--- src/rtl/wb_timer.sv ---
// Wishbone classic timer: prescaler, 32-bit down-counter with optional
// auto-reload, and a write-1-to-clear expiry flag driving a level interrupt.
module wb_timer #(
    parameter int PRESCALE_W = 16
) (
    input  logic        clk_i,
    input  logic        rst_i,
    input  logic [31:0] wb_adr_i,
    input  logic [31:0] wb_dat_i,
    input  logic [3:0]  wb_sel_i,
    input  logic        wb_we_i,
    input  logic        wb_cyc_i,
    input  logic        wb_stb_i,
    output logic [31:0] wb_dat_o,
    output logic        wb_ack_o,
    output logic        irq_o
);

    localparam logic [2:0] A_CTRL   = 3'd0;
    localparam logic [2:0] A_PRESC  = 3'd1;
    localparam logic [2:0] A_LOAD   = 3'd2;
    localparam logic [2:0] A_COUNT  = 3'd3;
    localparam logic [2:0] A_STATUS = 3'd4;

    logic                  en_q, reload_q, irq_en_q, exp_q;
    logic [PRESCALE_W-1:0] prescale_q, pcnt_q;
    logic [31:0]           load_q, count_q;

    logic                  en_d, reload_d, irq_en_d, exp_d;
    logic [PRESCALE_W-1:0] prescale_d, pcnt_d;
    logic [31:0]           load_d, count_d;
    logic [31:0]           presc_ext, presc_m, rdata;

    logic       req, wr, tick, expire;
    logic [2:0] idx;

    function automatic logic [31:0] merge(
        input logic [31:0] old_v,
        input logic [31:0] new_v,
        input logic [3:0]  sel
    );
        logic [31:0] r;
        r = old_v;
        for (int b = 0; b < 4; b++) begin
            if (sel[b]) r[8*b +: 8] = new_v[8*b +: 8];
        end
        return r;
    endfunction

    assign req    = wb_cyc_i & wb_stb_i & ~wb_ack_o;
    assign wr     = req & wb_we_i;
    assign idx    = wb_adr_i[4:2];
    assign tick   = en_q && (pcnt_q == prescale_q);
    assign expire = tick && (count_q == 32'd0);
    assign irq_o  = exp_q & irq_en_q;

    always_comb begin
        presc_ext = '0;
        presc_ext[PRESCALE_W-1:0] = prescale_q;
    end

    assign presc_m    = merge(presc_ext, wb_dat_i, wb_sel_i);
    assign prescale_d = (wr && idx == A_PRESC) ?
                        presc_m[PRESCALE_W-1:0] : prescale_q;
    assign load_d     = (wr && idx == A_LOAD) ?
                        merge(load_q, wb_dat_i, wb_sel_i) : load_q;

    // A one-shot expiry stops the timer, but a CTRL write in the same cycle wins.
    always_comb begin
        en_d     = en_q;
        reload_d = reload_q;
        irq_en_d = irq_en_q;
        if (expire && !reload_q) en_d = 1'b0;
        if (wr && idx == A_CTRL && wb_sel_i[0]) begin
            en_d     = wb_dat_i[0];
            reload_d = wb_dat_i[1];
            irq_en_d = wb_dat_i[2];
        end
    end

    always_comb begin
        count_d = count_q;
        if (wr && idx == A_COUNT) begin
            count_d = merge(count_q, wb_dat_i, wb_sel_i);
        end else if (tick) begin
            if (count_q != 32'd0) count_d = count_q - 32'd1;
            else if (reload_q)    count_d = load_q;
        end
    end

    // pcnt wraps naturally when PRESCALE is lowered below it.
    always_comb begin
        pcnt_d = pcnt_q + 1'b1;
        if (!en_q || (wr && idx == A_COUNT) || tick) pcnt_d = '0;
    end

    always_comb begin
        exp_d = exp_q;
        if (wr && idx == A_STATUS && wb_sel_i[0] && wb_dat_i[0]) exp_d = 1'b0;
        if (expire) exp_d = 1'b1;
    end

    always_comb begin
        rdata = 32'd0;
        case (idx)
            A_CTRL:   rdata = {29'd0, irq_en_q, reload_q, en_q};
            A_PRESC:  rdata = presc_ext;
            A_LOAD:   rdata = load_q;
            A_COUNT:  rdata = count_q;
            A_STATUS: rdata = {31'd0, exp_q};
            default:  rdata = 32'd0;
        endcase
    end

    always_ff @(posedge clk_i or posedge rst_i) begin
        if (rst_i) begin
            en_q       <= 1'b0;
            reload_q   <= 1'b0;
            irq_en_q   <= 1'b0;
            exp_q      <= 1'b0;
            prescale_q <= '0;
            pcnt_q     <= '0;
            load_q     <= 32'd0;
            count_q    <= 32'd0;
            wb_ack_o   <= 1'b0;
            wb_dat_o   <= 32'd0;
        end else begin
            en_q       <= en_d;
            reload_q   <= reload_d;
            irq_en_q   <= irq_en_d;
            exp_q      <= exp_d;
            prescale_q <= prescale_d;
            pcnt_q     <= pcnt_d;
            load_q     <= load_d;
            count_q    <= count_d;
            wb_ack_o   <= req;
            if (req) wb_dat_o <= rdata;
        end
    end

    logic unused;
    assign unused = ^{wb_adr_i[31:5], wb_adr_i[1:0], presc_m};

endmodule

--- config.mk ---
export PLATFORM = sky130hd
export DESIGN_NAME = wb_timer
export DESIGN_NICKNAME = d
export VERILOG_FILES = /design/src/rtl/wb_timer.sv
export SDC_FILE = /design/constraint.sdc
export NUM_CORES = 1
export LEC_CHECK = 0
export ABC_AREA = 0
export BUFFER_PORTS_ARGS = -buffer_cell sky130_fd_sc_hd__clkbuf_2
export CAP_MARGIN = 20
export CORE_ASPECT_RATIO = 1.5
export CORE_MARGIN = 10
export CORE_UTILIZATION = 54
export CTS_BUF_LIST = sky130_fd_sc_hd__clkbuf_8
export DETAILED_ROUTE_END_ITERATION = 16
export PLACE_DENSITY_LB_ADDON = 0.3
export REMOVE_ABC_BUFFERS = 1
export SLEW_MARGIN = 20
export SYNTH_ARGS = -nofsm -noshare
export SYNTH_HDL_FRONTEND = slang
export SYNTH_SLANG_ARGS = --single-unit
--- constraint.sdc ---
create_clock -name clk_i -period 4.4 [get_ports clk_i]
set_input_delay 1.1 -clock clk_i [delete_from_list [all_inputs] [get_ports clk_i]]
set_output_delay 1.1 -clock clk_i [all_outputs]
set_load 0.05 [all_outputs]
# Yosys cells after proc, flatten, opt, wreduce, memory -nomap -nowiden
# Cells that the tools add are included.
# word_totals
reg_bits	133
output_inout_bits	34
in_bits	73
# op_classes
n_reduce_logical	32
eq_ne	9
muxes	14
bitwise	5
n_addsub	2
# op_table
operator	n
32-bit case mux with 5 select lines	1
32-bit 2-to-1 mux	4
32-bit logical NOT	1
8-bit 2-to-1 mux	4
32-bit nonzero test	1
32-bit by 1-bit subtractor with 32-bit output, second input constant	1
16-bit by 1-bit adder with 16-bit output, second input constant	1
16-bit equality test	1
16-bit 2-to-1 mux	1
2-bit AND reduction	6
3-bit AND reduction	4
1-bit logical AND	11
2-bit != test, second input constant	4
3-bit by 2-bit equality test with 1-bit output, second input constant	2
2-bit nonzero test	3
1-bit AND	4
1-bit 2-to-1 mux	4
3-bit by 1-bit equality test with 1-bit output, second input constant	1
3-bit equality test, second input constant	1
3-bit logical NOT	1
3-bit nonzero test	1
1-bit logical NOT	2
1-bit logical OR	2
1-bit NOT	1

# Logic depth before layout (Yosys ltp)
# depth
word_depth	8
depth_mapped	12

# Worst setup path before layout
# Ideal clock, no wire load.
# synth_path
path_type	input to register
startpoint	in wb_adr_i[4]
endpoint	reg count_q[17]
path_slack_ns	1.482
arrival_time_ns	2.836
required_ns	4.318
stages	9
cell_sequence	nor4bb_1 -> clkbuf_1 -> nand2_1 -> nor2_1 -> clkbuf_1 -> nand2_1 -> o21ai_1 -> a21oi_1 -> a31oi_1
# synth_via
elab_chain_cells	4
elab_cells_between_ends	7
classes_between	eq/ne: 2; mux: 1; reduce/logical: 4
# synth_rtl
element	line	rtl
start: declaration	8	input logic [31:0] wb_adr_i,
3-bit by 2-bit equality test with 1-bit output *	83	if (wr && idx == A_COUNT) begin
1-bit logical AND *	83	
2-bit != test (no line), or another cell as far along	-	
3-bit AND reduction (no line)	-	
end signal: assignment	135	count_q <= count_d;
end: declaration	27	logic [31:0] load_q, count_q;
# Every way passes the cells marked *; elsewhere a longest branch is shown, timed or not.
# A chain may end at the register's enable or synchronous reset.

# Worst setup path in the final report
# layout_path
startpoint	reg count_q[10]
endpoint	reg count_q[4]
# layout_via
elab_chain_cells	4
elab_cells_between_ends	6
classes_between	mux: 3; reduce/logical: 3
# layout_rtl
element	line	rtl
32-bit nonzero test *	86	if (count_q != 32'd0) count_d = count_q - 32'd1;
32-bit 2-to-1 mux	86	
32-bit 2-to-1 mux	85	end else if (tick) begin
32-bit 2-to-1 mux	83	
# Every way passes the cells marked *; elsewhere a longest branch is shown, timed or not. The select of a mux whose other input is x is not followed.

==> reports/results.ini <==
[status]
outcome = finished clean

[die]
rows = 51
die_area_mm2 = 0.0182
initial_core_util = 0.548
core_area_mm2 = 0.0130
ios = 107
die_w_um = 114
die_h_um = 160

[layout]
final_util = 0.619
nets = 871
stdcell_count = 966
syn2layout_area_growth_pct = 13.0
n_antenna_cell = 0
fill_cells = 1078
fin_area_mm2 = 0.00802
layout-drive-gt1-share = 0.244

[power_and_ir_drop]
p_sw_w = 0.00128
pwr-share-seq = 0.455
leakage_nw = 3.79
p_int_w = 0.00238
clkPwrFrac = 0.291
power.density_mw_per_mm2 = 457
swShare = 0.348
power_frac_comb = 0.254
peakVddDrop_uv = 272

[sta]
slew_headroom = 0.402
tns_ns = 0
period_share = 0.740
final_hold_viol_count = 0
holdWs_ns = 0.479
worst_pin_slew_ns = 0.897
max_freq_ghz = 0.307
setup_viol = 0
fin_skew_ns = 0.0127
period_needed_ns = 3.25
rsz0062_at_grt = no
drv_slew = 0

[setup_path]
crit_type = reg2reg
crit_fanout = 32
endpoint_kind = flop
setup.worst_path.start_class = flop
cp.required_ns = 4.69
worstPathArrival_ns = 3.55
critPathMaxStageDelay_ns = 0.80
crit_chain = nor4_2 > nand4_2 > or4_4 > nor2_4 > o21ai_1 > buf_4 > o21ai_0 > o21ai_0
slowest_stage = or4_4
crit_path_frequent_cell = o21ai_0

[placement]
numPortBuffers = 77
detailed_place_hpwl_um = 13900
place_congestion = 0.916
place_inst = 935
placed_cell_area_mm2 = 0.00760

[clocking]
cts.sinks = 133
post_cts_buffers = 0
htree_num_levels = 4
cts.repair.resized = 0
cts_tree = done
clockBufferDepth = 2
cts_hold_buf = 0
clkTransAtPathRegs_ns = 0.07
cts-root-buf = clkbuf_8
clk_latency_ns = 0.44
cts_made_buffers = 17

[detailed_routing]
via_per_inst = 6.16
first_iter_violations = 319
ant_nets = 0
firstDrtPassIters = 5
vias = 5950
wl_per_cell_um = 20.0
drc = 0
wl_um = 19300

[logic_synthesis]
netlist_area_mm2 = 0.00710
synth_xor_area_frac = 0.0457
synth_fa_ha_area_frac = 0.00529
synth_compound_area_frac = 0.151
yosys_warnings = 0
yosys_most_used_dff = dfrtp_1
ys_seq_area_frac = 0.469
syn_area_per_cell_um2 = 9.78
synth_mux_area_frac = 0.130
syn_inst = 726
synth_edf_count = 0
synth_cell_types = 58
synth_top_family_by_area = simple AND/OR/NAND/NOR gates
synthSimpleGateAreaFrac = 0.166
synth_seq_cells = 133
postSynth.asyncResetShare = 1.00

[global_routing]
track_usage = 0.211
grt_max_degree = 71
grt_pass1_wl_um = 31300
antenna_found_initial = 0
grt_overflow = 0
grt_pass1_vias = 6040

[flow_run]
cap_violations = 0

[hold_path]
hp-class = reg2reg

-- cells in the mapped netlist, drive strengths merged (2+ instances only) --
master / instances / area [um^2]
nand2b: 4 / 25.0
and4: 2 / 17.5
dfrtp: 133 / 3330
or2b: 2 / 15.0
o211ai: 6 / 45.0
o22ai: 5 / 31.3
inv: 17 / 63.8
a2bb2oi: 2 / 17.5
o2bb2ai: 2 / 17.5
nor3: 13 / 65.1
nor4: 8 / 68.8
or2: 4 / 25.0
nand2: 82 / 308
or4: 3 / 26.3
a211oi: 7 / 57.6
o221ai: 12 / 105
a31oi: 13 / 81.3
buf: 12 / 78.8
mux2i: 17 / 170
and2: 4 / 27.5
xor2: 18 / 158
and3: 8 / 50.1
nand3: 25 / 125
nand4: 12 / 81.3
a22oi: 14 / 105
o21ai: 58 / 290
or3: 7 / 43.8
a21oi: 44 / 220
clkbuf: 25 / 93.8
o21a: 2 / 15.0
nor2: 61 / 236
xnor2: 19 / 166
mux2: 63 / 709
ha: 3 / 37.5
a22o: 2 / 17.5
nor3b: 3 / 22.5
nor2b: 2 / 12.5
mux4: 2 / 45.0
o311ai: 2 / 17.5
-- sequential cells by signal (all words and copies together), names as in the netlist --
signal	count
reload_q	1
exp_q	1
irq_en_q	1
pcnt_q	16
wb_ack_o	1
wb_dat_o	32
count_q	32
load_q	32
en_q	1
prescale_q	16
-- per-layer routing --
metal  track usage  vias up  part of all wire
met1         0.243     2960              0.40
met2         0.378      183              0.54
li1              -     2772                 -
met3        0.0403       35             0.044
met4        0.0718        0             0.020
met5             0        -                 0
-- worst paths after layout --
kind	slack [ns]	from	end	cells past startpoint
setup / recovery	1.15	count_q[10]	count_q[4]	8
hold / removal	0.48	wb_dat_o[27]	wb_dat_o[27]	2
setup reg to reg	1.15	count_q[10]	count_q[4]	8
hold reg to reg	0.48	wb_dat_o[27]	wb_dat_o[27]	2
max in group asynchronous	2.68	rst_i	load_q[14]	3
min in group asynchronous	0.84	rst_i	wb_dat_o[30]	2
-- worst max-delay path: cells and delay by family (launching register included) --
kind / cells / cell delay, ns
simple gates: 4 / 1.89
compound gates: 3 / 0.46
buf+inv: 1 / 0.31
flops: 1 / 0.45
-- power by group through the flow --
stage	clock, W	combinational [W]	sequential (W)
2_1_floorplan	0	0.000610	0.00170
3_3_place_gp	0	0.000898	0.00167
3_5_place_dp	0	0.000920	0.00168
4_1_cts	0.00109	0.000928	0.00166
5_1_grt	0.00114	0.00103	0.00169
6_report	0.00106	0.000929	0.00167
-- metrics by stage --
step	total power (W)	setup slack, ns
2_1_floorplan	0.00231	-0.254
4_1_cts	0.00367	1.19
3_5_place_dp	0.00260	0.916
3_3_place_gp	0.00256	0.929
6_report	0.00366	1.15
5_1_grt	0.00386	0.966
-- area by class of cell --
| type | count | area (um^2) | share of cell area |
|---|---|---|---|
| clock buffer | 19 | 262 | 0.0326 |
| clock inverter | 12 | 154 | 0.0192 |
| inverter | 17 | 66.3 | 0.00827 |
| multi-input combinational | 539 | 3530 | 0.441 |
| sequential | 133 | 3330 | 0.415 |
| tap | 159 | 199 | 0.0248 |
| timing repair buffer | 87 | 473 | 0.0590 |
-- logic make-up (layout without fill, tap and decap cells) --
logic type / Yosys count / count (layout)
XOR/XNOR: 37 / 37
multiplexers: 82 / 82
AND/OR/NAND/NOR: 243 / 243
buffers and inverters: 54 / 135
AO/OA/AOI/OAI: 174 / 174
adder cells (fa/ha/maj): 3 / 3
flip-flops: 133 / 133
-- cells in the final DEF, fill, tap and decap left out, types with 19 or more instances in the layout --
cell / n
dfrtp_1: 133
nand2_1: 82
clkbuf_2: 77
mux2_2: 63
nor2_1: 59
o21ai_0: 54
a21oi_1: 44
nand3_1: 25
xnor2_1: 19
clkbuf_8: 19
Note: power is estimated with default switching activity, not from simulation.
